===== config.mk =====
export PLATFORM = sky130hd
export DESIGN_NAME = keypad_entry_ctrl
export DESIGN_NICKNAME = d
export VERILOG_FILES = /design/src/rtl/keypad_pkg.sv /design/src/rtl/key_event_sync.sv /design/src/rtl/keypad_entry_ctrl.sv
export SDC_FILE = /design/constraint.sdc
export NUM_CORES = 1
export LEC_CHECK = 0
export BUFFER_PORTS_ARGS = -buffer_cell sky130_fd_sc_hd__buf_2
export CAP_MARGIN = 20
export CORE_ASPECT_RATIO = 0.6
export CORE_UTILIZATION = 50
export DETAILED_ROUTE_END_ITERATION = 8
export GPL_TIMING_DRIVEN = 0
export PLACE_DENSITY = 0.66
export SLEW_MARGIN = 5
export SYNTH_ARGS = -nofsm -noshare
export SYNTH_HDL_FRONTEND = slang
export SYNTH_HIERARCHICAL = 1
export SYNTH_SLANG_ARGS = --single-unit
export TNS_END_PERCENT = 30

===== constraint.sdc =====
create_clock -name clk -period 3 [get_ports clk]
set_input_delay 0.6 -clock clk [delete_from_list [all_inputs] [get_ports clk]]
set_output_delay 0.6 -clock clk [all_outputs]
set_load 0.05 [all_outputs]

===== src/rtl/keypad_pkg.sv =====
// Shared definitions for the keypad entry path: key code map, entry state
// encoding, pulse encoding and a key classifier used by the control FSM.
package keypad_pkg;

    // Key codes produced by the matrix-keypad decoder.
    localparam logic [3:0] KEY_NONE      = 4'hF;
    localparam logic [3:0] KEY_START     = 4'hA;
    localparam logic [3:0] KEY_CLEAR     = 4'hB;
    localparam logic [3:0] KEY_CONFIRM   = 4'hC;
    localparam logic [3:0] KEY_DIGIT_MAX = 4'd9;

    // Entry state, one-hot so each state test is a single bit.
    typedef enum logic [3:0] {
        ST_IDLE   = 4'b0001,
        ST_ENTRY  = 4'b0010,
        ST_LOCKED = 4'b0100,
        ST_RUN    = 4'b1000
    } entry_state_e;

    // Key classes seen by the FSM after decoding a press event.
    typedef enum logic [2:0] {
        KC_DIGIT,
        KC_START,
        KC_CLEAR,
        KC_CONFIRM,
        KC_BAD
    } key_class_e;

    // The pulse outputs are carried as one encoded register, so two of them
    // can never be high in the same cycle.
    typedef enum logic [2:0] {
        PL_NONE,
        PL_VALID,
        PL_START,
        PL_STOP,
        PL_ERR
    } pulse_e;

    // Map a raw key code onto its class; 0xD and 0xE are undefined keys.
    function automatic key_class_e classify_key(input logic [3:0] code);
        key_class_e cls;
        if (code <= KEY_DIGIT_MAX) begin
            cls = KC_DIGIT;
        end else if (code == KEY_START) begin
            cls = KC_START;
        end else if (code == KEY_CLEAR) begin
            cls = KC_CLEAR;
        end else if (code == KEY_CONFIRM) begin
            cls = KC_CONFIRM;
        end else begin
            cls = KC_BAD;
        end
        return cls;
    endfunction

endpackage


===== src/rtl/key_event_sync.sv =====
// Brings the asynchronous keypad code into the clk domain and turns a held or
// idle code into a single-cycle press event carrying the pressed code.
module key_event_sync (
    input  logic       clk,
    input  logic       reset,
    input  logic [3:0] key_code,
    output logic       press_evt,
    output logic [3:0] press_code
);
    import keypad_pkg::*;

    logic [3:0] s1_q, s1_d;
    logic [3:0] s2_q, s2_d;
    logic [3:0] prev_q, prev_d;
    logic       evt_q, evt_d;
    logic [3:0] code_q, code_d;
    logic       stable;

    // Next-state for the synchronizer, the last stable code and the event flop.
    always_comb begin
        // NOTE: each _d is given its default before any condition, so no branch leaves it unassigned and no latch is inferred.
        s1_d   = key_code;
        s2_d   = s1_q;
        prev_d = prev_q;
        evt_d  = 1'b0;
        code_d = code_q;
        // A code only counts once both synchronizer stages agree on it.
        stable = (s1_q == s2_q);
        if (stable) begin
            prev_d = s2_q;
            // Event on a change to a real key; a held key or a release never fires.
            if ((s2_q != prev_q) && (s2_q != KEY_NONE)) begin
                evt_d  = 1'b1;
                code_d = s2_q;
            end
        end
    end

    // State registers; reset parks everything at "no key".
    always_ff @(posedge clk or posedge reset) begin
        if (reset) begin
            s1_q   <= KEY_NONE;
            s2_q   <= KEY_NONE;
            prev_q <= KEY_NONE;
            evt_q  <= 1'b0;
            code_q <= KEY_NONE;
        end else begin
            // NOTE: non-blocking assignments so every flop samples the pre-edge value of its neighbours.
            s1_q   <= s1_d;
            s2_q   <= s2_d;
            prev_q <= prev_d;
            evt_q  <= evt_d;
            code_q <= code_d;
        end
    end

    assign press_evt  = evt_q;
    assign press_code = code_q;

endmodule


===== src/rtl/keypad_entry_ctrl.sv =====
// Keypad entry controller: accumulates typed digits as BCD for the display
// and as binary for the car controller, latches the value on Confirm and
// issues run/stop commands on Start/Clear.
module keypad_entry_ctrl #(
    parameter int MAX_DIGITS = 3,
    parameter int BIN_W      = 10
) (
    input  logic                    clk,
    input  logic                    reset,
    input  logic [3:0]              key_code,
    output logic [4*MAX_DIGITS-1:0] entry_bcd,
    output logic [2:0]              entry_cnt,
    output logic [BIN_W-1:0]        value_bin,
    output logic                    value_valid,
    output logic                    start_pulse,
    output logic                    stop_pulse,
    output logic                    running,
    output logic                    err_pulse
);
    import keypad_pkg::*;

    localparam int         BCD_W   = 4 * MAX_DIGITS;
    localparam logic [2:0] MAX_CNT = 3'(MAX_DIGITS);

    logic             press_evt;
    logic [3:0]       press_code;

    entry_state_e     state_q, state_d;
    logic [BCD_W-1:0] entry_bcd_q, entry_bcd_d;
    logic [2:0]       entry_cnt_q, entry_cnt_d;
    logic [BIN_W-1:0] acc_q, acc_d;
    logic [BIN_W-1:0] value_q, value_d;
    pulse_e           pulse_q, pulse_d;

    // Synchronizer and press-event detector for the raw keypad code.
    key_event_sync u_key_event_sync (
        .clk        (clk),
        .reset      (reset),
        .key_code   (key_code),
        .press_evt  (press_evt),
        .press_code (press_code)
    );

    // FSM next-state, BCD shifter, binary accumulator and pulse selection.
    always_comb begin
        state_d     = state_q;
        entry_bcd_d = entry_bcd_q;
        entry_cnt_d = entry_cnt_q;
        acc_d       = acc_q;
        value_d     = value_q;
        pulse_d     = PL_NONE;

        if (press_evt) begin
            case (classify_key(press_code))
                KC_DIGIT: begin
                    if (state_q == ST_RUN) begin
                        pulse_d = PL_ERR;
                    end else if (state_q == ST_LOCKED) begin
                        // A digit after Confirm starts a fresh entry; the
                        // confirmed value stays on value_bin.
                        entry_bcd_d = BCD_W'(press_code);
                        entry_cnt_d = 3'd1;
                        acc_d       = BIN_W'(press_code);
                        state_d     = ST_ENTRY;
                    end else if (entry_cnt_q < MAX_CNT) begin
                        entry_bcd_d = (entry_bcd_q << 4) | BCD_W'(press_code);
                        entry_cnt_d = entry_cnt_q + 3'd1;
                        // acc*10 + d as two shifts and adds.
                        acc_d       = (acc_q << 3) + (acc_q << 1) + BIN_W'(press_code);
                        state_d     = ST_ENTRY;
                    end else begin
                        pulse_d = PL_ERR;
                    end
                end

                KC_CONFIRM: begin
                    if (state_q == ST_ENTRY) begin
                        // Buffer is kept so the display still shows the value.
                        value_d = acc_q;
                        pulse_d = PL_VALID;
                        state_d = ST_LOCKED;
                    end else begin
                        pulse_d = PL_ERR;
                    end
                end

                KC_START: begin
                    if (state_q == ST_LOCKED) begin
                        pulse_d = PL_START;
                        state_d = ST_RUN;
                    end else begin
                        pulse_d = PL_ERR;
                    end
                end

                KC_CLEAR: begin
                    entry_bcd_d = '0;
                    entry_cnt_d = 3'd0;
                    acc_d       = '0;
                    state_d     = ST_IDLE;
                    if (state_q == ST_RUN) begin
                        pulse_d = PL_STOP;
                    end
                end

                default: begin
                    pulse_d = PL_ERR;
                end
            endcase
        end
    end

    // State and datapath registers; reset drops straight to IDLE with no stop command.
    always_ff @(posedge clk or posedge reset) begin
        if (reset) begin
            state_q     <= ST_IDLE;
            entry_bcd_q <= '0;
            entry_cnt_q <= 3'd0;
            acc_q       <= '0;
            value_q     <= '0;
            pulse_q     <= PL_NONE;
        end else begin
            state_q     <= state_d;
            entry_bcd_q <= entry_bcd_d;
            entry_cnt_q <= entry_cnt_d;
            acc_q       <= acc_d;
            value_q     <= value_d;
            pulse_q     <= pulse_d;
        end
    end

    assign entry_bcd   = entry_bcd_q;
    assign entry_cnt   = entry_cnt_q;
    assign value_bin   = value_q;
    assign running     = (state_q == ST_RUN);
    assign value_valid = (pulse_q == PL_VALID);
    assign start_pulse = (pulse_q == PL_START);
    assign stop_pulse  = (pulse_q == PL_STOP);
    assign err_pulse   = (pulse_q == PL_ERR);

endmodule


[Yosys cells after proc, flatten, opt, wreduce, memory -nomap -nowiden]
Cells that the tools add are included.
Storage, ports and cells
  bits in registers: 59
  input bits: 6
  output and inout port bits: 30
  word-level logic and storage cells: 78
Operators by class
  add/sub/neg operators: 3
  order comparisons: 2
  equal/unequal tests: 20
  muxes and demuxes: 33
  bitwise operators: 1
  reductions and logical operators: 8
Operators by type and width (number)
  3-bit two-way mux: 14
  12-bit two-way mux: 3
  10-bit two-way mux: 3
  12-bit case mux with 2 select lines: 1
  4-bit two-way mux: 5
  10-bit case mux with 2 select lines: 1
  4-bit == test (second input constant): 4
  4-bit case mux with 4 select lines: 1
  3-bit by 2-bit == test with 1-bit output (second input constant): 4
  12-bit by 4-bit bitwise OR with 12-bit output: 1
  3-bit case mux with 4 select lines: 1
  10-bit adder: 1
  10-bit by 4-bit adder with 10-bit output: 1
  3-bit by 1-bit == test with 1-bit output (second input constant): 2
  2-bit inequality test (second input constant): 3
  3-bit case mux with 2 select lines: 1
  6-bit AND reduction: 1
  4-bit by 2-bit == test with 1-bit output (second input constant): 1
  4-bit by 3-bit == test with 1-bit output (second input constant): 1
  4-bit == test: 1
  4-bit <= comparator (second input constant): 1
  4-bit inequality test: 1
  4-bit inequality test (second input constant): 1
  4-bit AND reduction: 1
  other kinds (12): 13

[Logic depth before layout (Yosys ltp)]
  word-level depth: 9
  depth in mapped cells: 9
  depth with buffers taken out: 9

[Modules after synthesis]
Netlist, hierarchy kept.
By module, submodules not included
  keypad_entry_ctrl: instances 1, cells each 191, area each 2163.3 um2, sequential area each 1027.2 um2
  key_event_sync: instances 1, cells each 41, area each 680.7 um2, sequential area each 445.4 um2

[Worst setup path before layout]
No wires, ideal clock.
  path type: reg2reg
  start point: reg state_q[1]
  end point: reg state_q[2]
  library setup time: 125 ps
  arrival time: 2459 ps
  required time: 2875 ps
  path slack: 416 ps
  stages on the path, launching flop included: 5
  buffers on the path: 0
  clock period less this slack: 2584 ps
  cells stage by stage: dfrtp_1 nor4b_2 a222oi_1 nand2_1 mux2_2
Between the ends
  elaborated cells between the ends (all ways): 11
  those cells by class: eq/ne: 7; mux: 3; reduce/logical: 1
RTL lines
  start: declaration: line keypad_entry_ctrl.sv:28  | entry_state_e state_q, state_d;
  start signal: assignment: line keypad_entry_ctrl.sv:123  | state_q <= state_d;
  4-bit == test
  net running: line keypad_entry_ctrl.sv:17  | output logic running,
  2-bit inequality test (no source line)
  6-bit AND reduction (no source line)
The timed path passes the listed nets, and every way through them passes these cells. The select of a mux whose other input is x is not followed.
A chain may end at the register's enable or synchronous reset.

[Worst setup path in the final report]
  start point: reg u_key_event_sync.code_q[3] (netlist: u_key_event_sync/press_code[3])
  end point: reg acc_q[8]
Between the ends
  word-level cells in the longest chain between the ends: 9
  elaborated cells between the ends (all ways): 20
  those cells by class: add/sub: 1; order compare: 1; eq/ne: 6; mux: 9; reduce/logical: 3
Ends and longest elaborated chain
  start: declaration: line key_event_sync.sv:16  | logic [3:0] code_q, code_d;
  start signal: assignment: line key_event_sync.sv:53  | code_q <= code_d;
  4-bit == test: line keypad_pkg.sv:48  | end else if (code == KEY_CONFIRM) begin
  3-bit two-way mux: line keypad_pkg.sv:48
  3-bit two-way mux: line keypad_pkg.sv:46  | end else if (code == KEY_CLEAR) begin
  3-bit two-way mux: line keypad_pkg.sv:44  | end else if (code == KEY_START) begin
  3-bit two-way mux: line keypad_pkg.sv:42  | if (code <= KEY_DIGIT_MAX) begin
  3-bit two-way mux: line keypad_entry_ctrl.sv:53  | if (press_evt) begin
  3-bit logical NOT / 3-bit by 2-bit == test with 1-bit output (equally long branches): line keypad_entry_ctrl.sv:54  | case (classify_key(press_code))
  3-bit inequality test (no source line) (tied with other cells)
  4-bit AND reduction (no source line)
  end signal: assignment: line keypad_entry_ctrl.sv:119  | acc_q <= '0;
  end signal: assignment: line keypad_entry_ctrl.sv:126  | acc_q <= acc_d;
  end: declaration: line keypad_entry_ctrl.sv:31  | logic [BIN_W-1:0] acc_q, acc_d;
Parallel ways exist; a longest one is shown, timed or not. The select of a mux whose other input is x is not followed.

==> impl_summary.log <==
[metrics] leakage power: 1.72 nW
[metrics] number of antenna-violating nets in the routed design: 0
[metrics] most common library cell in the layout ignoring fill and taps: dfrtp_1
[metrics] Post-Synthesis Cell Area: 0.00284 mm²
[metrics] number of buffers inserted during clock tree synthesis: 9
[metrics] Setup WS pre-CTS: 291 ps
[metrics] P&R area growth vs syn: 18.8%
[metrics] required arrival time at the worst endpoint: 3240 ps
[metrics] initial antenna violation count: 0
[metrics] Fin. Hold Viols: 0
[metrics] count of hold-fix buffers inserted at cts: 0
[metrics] Max clock buf depth: 2
[metrics] # resized after CTS: 0
[metrics] share of post-route cells with drive strength above 1: 35.1%
[metrics] post-detailed-placement half-perimeter wirelength: 3.87 mm
[metrics] final worst path period need: 2740 ps
[metrics] vias in the first global route: 1840
[metrics] placed standard-cell area: 0.00313 mm²
[metrics] Core ar.: 0.00526 mm²
[metrics] clock sink count: 58
[metrics] Worst Setup End Kind: flop
[metrics] antenna diode count: 0
[metrics] CP Class: flop to flop
[metrics] setup clock skew after layout: 12.8 ps
[metrics] Critical Path Start Type: flop
[metrics] maximum fanout along the worst path: 7
[metrics] sequential fraction of the synthesis area: 51.8%
[metrics] final cell area excluding filler cells: 0.00338 mm²
[metrics] post-synthesis async set-or-reset flop share: 100%
[metrics] largest net degree at the start of global routing: 31
[metrics] area fraction of the dominant cell type after synthesis: 36.1%
[metrics] IO buf count: 35
[metrics] initial core utilization: 54.1%
[metrics] slowest cell on the critical path: dfstp_2
[metrics] Max Slew Vio Count: 0
[metrics] detail-routed net length per standard cell: 15.4 µm
[metrics] Unique masters post-synth: 43
[metrics] clock root buffer master: clkbuf_8
[metrics] fin worst setup slack: 256 ps
[metrics] Yosys top cell by area: dfrtp_1
[metrics] worst slew slack as a fraction of its limit: 58.7%
[metrics] Final Cycle Share: 91.5%
[metrics] Post-Route Setup TNS: 0 ps
[metrics] remaining design rule violation count: 0
[metrics] highest achievable clock rate: 0.364 GHz
[metrics] number of rows created at floorplan: 20
[metrics] RePlAce Congestion: 0.793
[metrics] delay of the slowest cell on the worst path: 590 ps
[metrics] DR vias: 1903
[metrics] commonest non-fill, non-tap cells in the layout: 41 x dfrtp_1, 37 x buf_2, 18 x mux2_2, 17 x dfstp_2
[metrics] Pre-Repair DR Iteration Count: 4
[metrics] worst vdd rail ir drop: 0.671 mV
[metrics] number of levels the H-tree was split into: 3
[metrics] Synth Net Count: 255
[metrics] synthesized flop and latch total: 58
[metrics] width of the die: 99.4 µm
[metrics] global-route wire length before repair: 9.16 mm
[metrics] postcts setup bufs: 0
[metrics] detailed-route vias per instance: 5.42
[metrics] path category of the worst min-delay check: primary input to asynchronous set/reset pin
[metrics] iteration-0 DRC count of the detailed router: 70
[metrics] Warnings, synthesis: 6
[metrics] total detailed-routing wirelength: 5.40 mm
[metrics] cell-by-cell listing of the critical path: inv_1 -> fa_1 -> inv_1 -> fa_1 -> a211oi_1 -> o21bai_1 -> a21oi_1 -> xnor2_1 -> a22o_1
[metrics] syn avg cell area: 12.3 µm²
[metrics] top-level port count: 36
[metrics] flip-flop cell with the highest count after synthesis: dfrtp_1
[metrics] ranking of synthesized cells by area: dfrtp_1 36%, dfstp_2 16%, mux2_2 7.1%
[metrics] Reg clk slew, reported paths: 80 ps
[metrics] status: finished, final reports clean
[metrics] RSZ-0062 raised after global routing: no
[metrics] # nets final: 303
[metrics] TritonCTS clock tree: done
[metrics] data arrival time of the worst path: 2980 ps
[metrics] power density normalized to cell area: 1100 mW/mm²
[metrics] overall die height: 60.4 µm
[metrics] total gr overflow: 0
[metrics] total track usage: 20.8%
[metrics] Max-Cap Viols: 0
[metrics] area of the die: 0.00600 mm²
[metrics] Post-Synthesis Cells: 232
[metrics] worst-margin pin slew: 618 ps
[metrics] Post-synth EDFFs: 0
[metrics] number of failing setup endpoints in the final timing report: 0
[metrics] insertion delay to the later sink of the worst-skew pair: 350 ps
==> power by group <==
| group | leakage (nW) | internal, mW | switching [mW] |
|---|---|---|---|
| Clock | 0.124 | 0.558 | 0.336 |
| Combinational | 0.871 | 0.622 | 0.921 |
| Sequential | 0.727 | 1.03 | 0.231 |
| Total | 1.72 | 2.21 | 1.49 |
==> per-stage QoR <==
| stage | std cells | hold slack, ps | power (mW) | utilization (%) |
|---|---|---|---|---|
| 6_report | 351 | 189 | 3.70 | 64.3 |
| 5_1_grt | 351 | 219 | 3.96 | 64.3 |
| 4_1_cts | 351 | 199 | 3.73 | 64.3 |
| 3_5_place_dp | 335 | 363 | 2.81 | 59.5 |
| 3_3_place_gp | 333 | 363 | 2.78 | 59.0 |
| 2_1_floorplan | 232 | 360 | 2.47 | - |
==> worst max-delay path, delay by kind of cell, from the launching register on <==
family	cells	cell delay, ps
buf+inv	2	200
flops	1	590
fa+ha+maj	2	1000
compound gates	4	780
xor+xnor	1	80
==> final timing paths <==
check / start / to / slack [ps] / cells past startpoint
max in group asynchronous: reset / u_key_event_sync/press_evt / 2260 / 2
worst max register to register: u_key_event_sync/press_code[3] / acc_q[8] / 260 / 9
min in group clk: key_code[1] / u_key_event_sync/s1_q[1] / 350 / 1
worst max-delay path: u_key_event_sync/press_code[3] / acc_q[8] / 260 / 9
worst min-delay path: reset / value_bin[4] / 190 / 2
worst min register to register: u_key_event_sync/s1_q[1] / u_key_event_sync/s2_q[1] / 370 / 0
==> sequential cells by signal (all words and copies together) (netlist names) <==
name / cells
u_key_event_sync/s1_q: 4
u_key_event_sync/prev_q: 4
entry_cnt: 3
pulse_q: 3
u_key_event_sync/press_evt: 1
value_bin: 10
acc_q: 9
u_key_event_sync/press_code: 4
state_q: 4
u_key_event_sync/s2_q: 4
entry_bcd: 12
==> area by class of cell <==
cell class	count	area (µm²)
fill	434	1880
sequential	58	1470
multi-input combinational	154	1280
timing repair buffer	37	203
clock inverter	7	125
clock buffer	9	124
tap	66	82.6
buffer	9	47.5
inverter	11	41.3
==> cell families (layout without fill, tap and decap cells) <==
group	after synthesis	after routing	synth area share (%)
XOR/XNOR	16	16	4.93
multiplexers	23	23	9.41
flip-flops	58	58	51.8
adder cells (fa/ha/maj)	17	17	8.01
buffers and inverters	20	73	3.12
AND/OR/NAND/NOR	43	43	9.24
AO/OA/AOI/OAI	55	55	13.5
==> per-layer routing <==
layer | wire length [µm] | part of all wire [%] | GRT usage [%] | vias to the layer above
met5 | 0 | 0 | 0 | -
met4 | 61 | 1.1 | 5.67 | 0
met3 | 244 | 4.5 | 7.49 | 7
met2 | 2150 | 40 | 29.2 | 39
met1 | 2950 | 55 | 30.4 | 924
li1 | - | - | - | 933
==> Yosys cell counts, types with 4 or more instances <==
master / number
a211oi_1: 4
a21o_1: 4
a21oi_1: 10
a22o_1: 15
clkbuf_1: 5
dfrtp_1: 41
dfstp_2: 17
ha_1: 15
inv_1: 11
mux2_2: 18
nand2_1: 14
nor2_1: 8
nor3b_1: 4
o21ai_0: 8
o31ai_1: 5
xnor2_1: 15
(Power assumes the default switching activity.)
